**src/rtl/gray_pkg.sv**
```systemverilog
// ------------------------------------------------------------------
// gray_pkg : shared FSM encoding and Gray helpers for gray_arbiter
// Rev 1.0
// ------------------------------------------------------------------
`default_nettype none

package gray_pkg;

  localparam int GRAY_WIDTH = 3;

  typedef enum logic [1:0] {
    ST_IDLE = 2'd0,
    ST_RUN  = 2'd1,
    ST_DONE = 2'd2
  } state_t;

  function automatic logic [31:0] bin2gray(input logic [31:0] b);
    return b ^ (b >> 1);
  endfunction

endpackage

`default_nettype wire

```
**src/rtl/gray_core.sv**
```systemverilog
// ------------------------------------------------------------------
// gray_core : binary step register with Gray-coded view and wrap pulse
// Rev 1.0
// ------------------------------------------------------------------
`default_nettype none

module gray_core
  import gray_pkg::*;
#(
  parameter int WIDTH = GRAY_WIDTH
) (
  input  logic             Clk,
  input  logic             Reset,
  input  logic             Clr,
  input  logic             Step,
  output logic [WIDTH-1:0] Count,
  output logic             WrapPulse
);

  logic [WIDTH-1:0] r_bin;

  always_ff @(posedge Clk or negedge Reset) begin
    if (!Reset) begin
      r_bin <= '0;
    end else if (Clr) begin
      r_bin <= '0;
    end else if (Step) begin
      r_bin <= r_bin + 1'b1;
    end
  end

  assign Count = WIDTH'(bin2gray(32'(r_bin)));

  // A cleared step never happens, so it cannot wrap either.
  assign WrapPulse = Step && !Clr && (r_bin == '1);

endmodule

`default_nettype wire

```
**src/rtl/gray_arbiter.sv**
```systemverilog
// ------------------------------------------------------------------
// gray_arbiter : round-robin owner of a shared Gray step counter
// Rev 1.0
// ------------------------------------------------------------------
`default_nettype none

module gray_arbiter
  import gray_pkg::*;
#(
  parameter int NREQ  = 4,
  parameter int WIDTH = GRAY_WIDTH,
  parameter int LENW  = 4
) (
  input  logic                    Clk,
  input  logic                    Reset,
  input  logic [NREQ-1:0]         Req,
  input  logic [NREQ*LENW-1:0]    Len,
  input  logic                    Clr,
  output logic [NREQ-1:0]         Grant,
  output logic [NREQ-1:0]         Done,
  output logic                    Busy,
  output logic [WIDTH-1:0]        Count,
  output logic                    Wrap,
  output logic [$clog2(NREQ)-1:0] WrapOwner
);

  localparam int PW = $clog2(NREQ);

  state_t          r_state;
  state_t          w_state_nxt;
  logic [PW-1:0]   r_ptr;
  logic [PW-1:0]   r_owner;
  logic [PW-1:0]   r_wrap_owner;
  logic [PW-1:0]   w_pick;
  logic [PW-1:0]   w_owner_inc;
  logic [LENW-1:0] r_rem;
  logic [LENW-1:0] w_pick_len;
  logic            w_found;
  logic            w_step;
  logic            w_owner_req;
  logic            w_wrap_pulse;
  logic            r_wrap;

  // Rotate-priority search: first set request at or above r_ptr, modulo NREQ.
  always_comb begin
    w_found = 1'b0;
    w_pick  = '0;
    for (int k = 0; k < NREQ; k++) begin
      if (!w_found && Req[(int'(r_ptr) + k) % NREQ]) begin
        w_found = 1'b1;
        w_pick  = PW'((int'(r_ptr) + k) % NREQ);
      end
    end
  end

  assign w_pick_len  = Len[int'(w_pick)*LENW +: LENW];
  assign w_owner_req = Req[r_owner];
  assign w_owner_inc = (r_owner == PW'(NREQ - 1)) ? '0 : r_owner + 1'b1;

  always_ff @(posedge Clk or negedge Reset) begin
    if (!Reset) begin
      r_state <= ST_IDLE;
    end else begin
      r_state <= w_state_nxt;
    end
  end

  always_comb begin
    w_state_nxt = r_state;
    w_step      = 1'b0;
    Grant       = '0;
    Done        = '0;
    case (r_state)
      ST_IDLE: begin
        if (w_found) begin
          w_state_nxt = (w_pick_len != '0) ? ST_RUN : ST_DONE;
        end
      end
      ST_RUN: begin
        Grant[r_owner] = 1'b1;
        // Owner dropping its request aborts before any further step.
        if (!w_owner_req) begin
          w_state_nxt = ST_IDLE;
        end else begin
          w_step = 1'b1;
          if (r_rem == LENW'(1)) begin
            w_state_nxt = ST_DONE;
          end
        end
      end
      ST_DONE: begin
        Done[r_owner] = 1'b1;
        w_state_nxt   = ST_IDLE;
      end
      default: w_state_nxt = ST_IDLE;
    endcase
  end

  always_ff @(posedge Clk or negedge Reset) begin
    if (!Reset) begin
      r_owner      <= '0;
      r_rem        <= '0;
      r_ptr        <= '0;
      r_wrap       <= 1'b0;
      r_wrap_owner <= '0;
    end else begin
      if (r_state == ST_IDLE && w_found) begin
        r_owner <= w_pick;
        r_rem   <= w_pick_len;
      end
      if (w_step) begin
        r_rem <= r_rem - 1'b1;
      end
      if ((r_state == ST_RUN && !w_owner_req) || r_state == ST_DONE) begin
        r_ptr <= w_owner_inc;
      end
      if (Clr) begin
        r_wrap       <= 1'b0;
        r_wrap_owner <= '0;
      end else if (w_wrap_pulse && !r_wrap) begin
        r_wrap       <= 1'b1;
        r_wrap_owner <= r_owner;
      end
    end
  end

  gray_core #(
    .WIDTH (WIDTH)
  ) u_core (
    .Clk       (Clk),
    .Reset     (Reset),
    .Clr       (Clr),
    .Step      (w_step),
    .Count     (Count),
    .WrapPulse (w_wrap_pulse)
  );

  assign Busy      = (r_state != ST_IDLE);
  assign Wrap      = r_wrap;
  assign WrapOwner = r_wrap_owner;

endmodule

`default_nettype wire

```
**config.mk**
```make
export PLATFORM = sky130hd
export DESIGN_NAME = gray_arbiter
export DESIGN_NICKNAME = d
export VERILOG_FILES = /design/src/rtl/gray_pkg.sv /design/src/rtl/gray_core.sv /design/src/rtl/gray_arbiter.sv
export SDC_FILE = /design/constraint.sdc
export NUM_CORES = 1
export LEC_CHECK = 0
export ABC_CLOCK_PERIOD_IN_PS = 2600
export CORE_AREA = 2 2 72 53
export DETAILED_ROUTE_END_ITERATION = 16
export DIE_AREA = 0 0 74 55
export GPL_ROUTABILITY_DRIVEN = 0
export SLEW_MARGIN = 20
export SYNTH_ARGS = -nofsm -noshare
export SYNTH_HDL_FRONTEND = slang
export SYNTH_HIERARCHICAL = 1
export SYNTH_SLANG_ARGS = --single-unit
```
**constraint.sdc**
```tcl
create_clock -name Clk -period 2.6 [get_ports Clk]
set_clock_uncertainty 0.2 [all_clocks]
set_input_delay 0.39 -clock Clk [delete_from_list [all_inputs] [get_ports Clk]]
set_output_delay 0.39 -clock Clk [all_outputs]
set_load 0.005 [all_outputs]
```
# After elaboration in Yosys (flattened, before gate mapping)
# Index checks and enable logic that the tools add are counted.
[word_totals]
ff_bits = 16
inputBits = 23
elab_cells = 98
[op_classes]
add_sub_neg = 6
magnitude_cmp = 6
n_eq_ne = 7
n_shift = 1
muxes = 41
bitwise_logic = 4
reduce_logical = 26
[ops]
columns = ["cell", "count"]
rows = [
  ["$mux W2", 11],
  ["$mux W1", 17],
  ["$mux W4", 4],
  ["$shiftx A16 B5 Y4", 1],
  ["$lt A3 B4 Y1 const B", 3],
  ["$bmux W1 S2", 5],
  ["$logic_and A1 B1 Y1", 9],
  ["$reduce_bool A2 Y1", 4],
  ["$logic_not A1 Y1", 6],
  ["$lt A2 B3 Y1 const B", 2],
  ["$mux W3", 2],
  ["$reduce_or A2 Y1", 3],
  ["$add A2 B1 Y2 const B", 2],
  ["$add A2 B2 Y2 const B", 2],
  ["$eq A2 B2 Y1 const B", 2],
  ["$eq A4 B1 Y1 const B", 1],
  ["$pmux W2 S2", 1],
  ["$reduce_bool A4 Y1", 1],
  ["$sub A4 B1 Y4 const B", 1],
  ["$add A3 B1 Y3 const B", 1],
  ["$and A1 B1 Y1 const A", 3],
  ["$eq A3 B3 Y1 const B", 1],
  ["$ne A3 B3 Y1 const B", 1],
  ["$xor A3 B2 Y3", 1],
  ["7 further kinds", 7],
]

# Logic depth before layout (Yosys ltp)
[logic_depth]
word_depth = 19
ltp_mapped = 8
ltp_nobuf = 8

# Hierarchy
# The synthesis kept the hierarchy.
[by_module_without_submodules]
columns = ["mod", "instances", "cells_per_inst", "area_each_um2", "seq_area_each_um2"]
rows = [
  ["gray_arbiter", 1, 101, 984.7, 325.3],
  ["gray_core", 1, 15, 163.9, 75.1],
]

# Least setup slack after synthesis
# No wires, ideal clock.
[synth_timing]
path_type = "reg2reg"
start = "register r_owner[0]"
end = "register r_wrap_owner[0], in the netlist WrapOwner[0]"
setup_ns = 0.118
arrival_time_ns = 1.701
t_required_ns = 2.282
setup_slack_ns = 0.581
path_stages_with_launch = 9
n_path_buf = 0
synth_period_minus_slack_ns = 2.019
cell_sequence = "dfrtp_1 > mux4_2 > nand2_1 > inv_1 > nand2_1 > nor2_1 > nand2b_1 > mux2i_1 > nor2_1"
[synth_via]
elab_chain_cells = 8
elab_cells_between_ends = 10
cone_classes = "mux: 6; reduce/logical: 4"
[synth_lines]
columns = ["item", "line", "text"]
rows = [
  ["start, declared", "gray_arbiter.sv:32", "logic [PW-1:0] r_owner;"],
  ["start signal, assigned", "gray_arbiter.sv:108", "r_owner <= w_pick;"],
  ["$bmux W1 S2", "gray_arbiter.sv:57", "assign w_owner_req = Req[r_owner];"],
  ["$mux W1 (implied by the code)", "gray_arbiter.sv:57", ""],
  ["$mux W1", "gray_arbiter.sv:82", "if (!w_owner_req) begin"],
  ["$mux W1", "gray_arbiter.sv:73", "case (r_state)"],
  ["via w_step", "gray_arbiter.sv:39", "logic w_step;"],
  ["$logic_and A1 B1 Y1 (2 in series)", "gray_core.sv:35", "assign WrapPulse = Step && !Clr && (r_bin == '1);"],
  ["via w_wrap_pulse", "gray_arbiter.sv:41", "logic w_wrap_pulse;"],
  ["$logic_and A1 B1 Y1", "gray_arbiter.sv:120", "end else if (w_wrap_pulse && !r_wrap) begin"],
  ["$reduce_bool A2 Y1 (no source line)", "-", ""],
  ["end signal, assigned", "gray_arbiter.sv:122", "r_wrap_owner <= r_owner;"],
  ["end, declared", "gray_arbiter.sv:33", "logic [PW-1:0] r_wrap_owner;"],
]
# The timed path passes the listed nets, and every way through them passes these cells. The select of a mux whose other input is x is not followed.
# A chain may end at the register's enable or synchronous reset.

# Worst setup path after layout
[layout_timing]
start = "input port Req[3]"
end = "register r_state[0]"
[layout_via]
elab_chain_cells = 17
elab_cells_between_ends = 36
cone_classes = "eq/ne: 2; shift: 1; mux: 25; reduce/logical: 8"
[layout_lines]
columns = ["item", "line", "text"]
rows = [
  ["start, declared", "gray_arbiter.sv:16", "input logic [NREQ-1:0] Req,"],
  ["$bmux W1 S2", "gray_arbiter.sv:49", "if (!w_found && Req[(int'(r_ptr) + k) % NREQ]) begin"],
  ["$mux W1 (implied by the code)", "gray_arbiter.sv:49", ""],
  ["$mux W1", "gray_arbiter.sv:49", ""],
  ["$logic_not A1 Y1", "gray_arbiter.sv:49", ""],
  ["$logic_and A1 B1 Y1", "gray_arbiter.sv:49", ""],
  ["$mux W1", "gray_arbiter.sv:49", ""],
  ["$logic_not A1 Y1", "gray_arbiter.sv:49", ""],
  ["$logic_and A1 B1 Y1", "gray_arbiter.sv:49", ""],
  ["$mux W1", "gray_arbiter.sv:49", ""],
  ["$logic_not A1 Y1", "gray_arbiter.sv:49", ""],
  ["$logic_and A1 B1 Y1", "gray_arbiter.sv:49", ""],
  ["$mux W2", "gray_arbiter.sv:49", ""],
  ["$shiftx A16 B5 Y4", "gray_arbiter.sv:56", "assign w_pick_len = Len[int'(w_pick)*LENW +: LENW];"],
  ["$reduce_bool A4 Y1", "gray_arbiter.sv:76", "w_state_nxt = (w_pick_len != '0) ? ST_RUN : ST_DONE;"],
  ["$mux W2", "gray_arbiter.sv:76", ""],
  ["$mux W2", "gray_arbiter.sv:75", "if (w_found) begin"],
  ["$pmux W2 S2", "gray_arbiter.sv:73", ""],
  ["end signal, assigned", "gray_arbiter.sv:64", "r_state <= w_state_nxt;"],
  ["end, declared", "gray_arbiter.sv:29", "state_t r_state;"],
]
# Parallel ways exist; a longest one is shown, timed or not. The select of a mux whose other input is x is not followed.

==> results.cfg <==
[status]
status = complete, no violations

[placed_design]
placed_area_um2 = 1590
pre_cts_slack_ps = -52.0
port_buffers = 37
placedCellCount = 205
hpwl_um = 2150

[worst_setup_path]
timing.critical_path.buf_inv = 1
cpPeakStageDelay_ps = 560
startpoint_type = input pin
crit_path_cell_trace = clkdlybuf4s50_1, mux2i_1, o2bb2ai_2, nor2_8, mux2i_1, mux2_2, nand4_2, a22o_1
required_ps = 2550
worstPathMaxFanout = 8
end_kind = flip-flop
cp_slowest_cell = clkdlybuf4s50_1
critPathMostFrequentCell = mux2i_1
path_delay_family = multiplexers
crit_arrival_ps = 2330
criticalPathCategory = in -> reg

[run]
maxCapViolCount = 0

[synthesis]
synth_cell_types = 32
synth_edf_count = 0
syn-cell-area_um2 = 1150
ys_seq_elements = 16
synth_most_common_cell = dfrtp_1
netlist_instances = 116
postSynthAreaPerCell_um2 = 9.90
syn-num-nets = 147
synth_compound_area_share_pct = 12.5
synth_top_family_by_area = simple AND/OR/NAND/NOR gates
synth-xor-area-share_pct = 1.53
synth.top_cells.by_count = 16 x dfrtp_1, 14 x mux2i_1, 12 x nor2_1
synth_top_area_share_pct = 34.9
synth_largest_area_cell = dfrtp_1
synth_mux_area_share_pct = 19.1
synthTopCellsByArea = dfrtp_1 35%, mux2i_1 12%, ha_1 8.7%
synthAdderAreaFrac_pct = 8.71
synth_ff_type = dfrtp_1
ys_seq_area_share_pct = 34.9
synthArstFlopShare_pct = 100
synthSimpleGateAreaFrac_pct = 19.2
ys_warn_count = 6

[floorplan]
die_w_um = 74
io_pins = 38
initial_core_util_pct = 33.8
die_h_um = 55
die-area_um2 = 4070
rows = 18
core_area_um2 = 3400

[power_and_ir_drop]
p_leak_nw = 0.755
intPower_w = 0.000930
p_sw_w = 0.000598
ir_drop_mv = 0.447
p_sw_share_pct = 39.1
powerDensity_nw_per_um2 = 929
seqPwrFrac_pct = 28.9
p_total_w = 0.00153
power_frac_clock_pct = 15.0
power_frac_comb_pct = 56.1

[detailed_routing]
routed_wl_um = 2600
vias = 981
antenna_left = 0
drt_iter0_drc = 27
dr.pass1.iters = 4
vias_per_cell = 4.69
drc = 0
wl_per_cell_um = 12.4

[grt]
track_usage_pct = 15.0
grt_pass1_wl_um = 4460
grt_pass1_vias = 946
grt_max_degree = 17
grt-ovfl-total = 0
antenna_found_initial = 0

[layout]
design_area_um2 = 1650
instances_no_fill = 209
fillers = 332
antenna_cells = 0
nets = 191
drive_gt1_share_pct = 11.9
area_growth_pct = 43.2
finish.utilization_pct = 48.4

[clock_network]
cts_tree = yes
clock-root-buffer = clkbuf_8
cts_buffers = 3
cts_sinks = 16
cts_resized = 0
post_cts_buffers = 0
worstSkewPairLatency_ps = 260
ctsHtreeMaxLevel = 1
hold_buffers = 0
cts.path.max_buffers = 2
clk_pin_slew_ps = 70

[sta]
setup_viol = 0
setup_slack_ps = 211
slew_headroom_pct = 51.1
fin_crit_sh_pct = 91.9
drv_slew = 0
hold_viol_final = 0
period_minus_slack_ps = 2390
rsz0062_at_grt = no
max_freq_mhz = 419
worst_pin_slew_ps = 731

[hold_path]
hp-class = reg -> reg
-- path summary, 6_finish.rpt --
check                                         startpoint                  endpoint  slack [ps]  cells past startpoint
worst max register to register      r_ptr[1]$_DFFE_PN0P_    r_state[0]$_DFFE_PN0P_         410                      7
min in group asynchronous                          Reset      r_ptr[0]$_DFFE_PN0P_         360                      1
max in group asynchronous                          Reset      r_rem[0]$_DFFE_PN0P_        1370                      1
worst min register to register  WrapOwner[1]$_DFFE_PN0P_  WrapOwner[1]$_DFFE_PN0P_         320                      2
worst min-delay path            WrapOwner[1]$_DFFE_PN0P_  WrapOwner[1]$_DFFE_PN0P_         320                      2
worst max-delay path                              Req[3]    r_state[0]$_DFFE_PN0P_         210                      8
-- metrics by stage --
stage	hold WS [ps]	TNS, ps
2_1_floorplan	-106	0
3_3_place_gp	291	0
3_5_place_dp	311	-52.0
5_1_grt	351	0
4_1_cts	327	0
6_report	324	0
-- area by class of cell --
type | instances | area [µm²] | share of cell area, %
inverter | 7 | 26.3 | 1.60
clock buffer | 4 | 55.1 | 3.35
timing repair buffer | 41 | 400 | 24.3
tap | 50 | 62.6 | 3.80
sequential | 16 | 400 | 24.3
multi-input combinational | 91 | 701 | 42.6
-- power groups by stage --
stage | clock network, W | registers [W] | logic, W
floorplan | 0 | 0.000419 | 0.000581
global placement | 0 | 0.000444 | 0.000843
detailed placement | 0 | 0.000446 | 0.000865
CTS | 0.000234 | 0.000443 | 0.000870
global route | 0.000247 | 0.000458 | 0.000969
finish | 0.000229 | 0.000442 | 0.000857
-- flip-flops by register name (all words and copies together), names as in the netlist --
signal	cells
r_rem	4
r_ptr	2
Wrap	1
WrapOwner	2
r_owner	2
u_core/r_bin	3
r_state	2
-- kinds of logic (layout without fill, tap and decap cells) --
family / Yosys count / in the layout
compound gates: 20 / 20
xor+xnor: 2 / 2
fa+ha+maj: 8 / 8
buf+inv: 9 / 52
flops: 16 / 16
mux: 20 / 20
simple gates: 41 / 41
-- per-layer routing --
layer	global-route usage, %	vias up	part of all wire, %
li1	-	492	-
met1	18.5	454	48
met2	25.4	30	45
met3	4.53	5	6.1
met4	4.55	0	1.2
met5	0	-	0
-- cells in the final DEF (no fill, tap or decap), types with 3 or more instances in the layout --
master	n
a21oi_1	3
and2_1	8
buf_4	4
clkbuf_8	4
clkdlybuf4s50_1	37
dfrtp_1	16
ha_1	8
inv_1	7
mux2_2	5
mux2i_1	14
nand2_1	10
nand2b_1	3
nor2_1	12
o21ai_0	5
-- worst reg2reg max path: cells and delay by family (launching register included) --
family	cells	cell delay, ps
flip-flops	1	450
AND/OR/NAND/NOR	2	340
multiplexers	3	670
AO/OA/AOI/OAI	2	410
(Power assumes the default switching activity.)
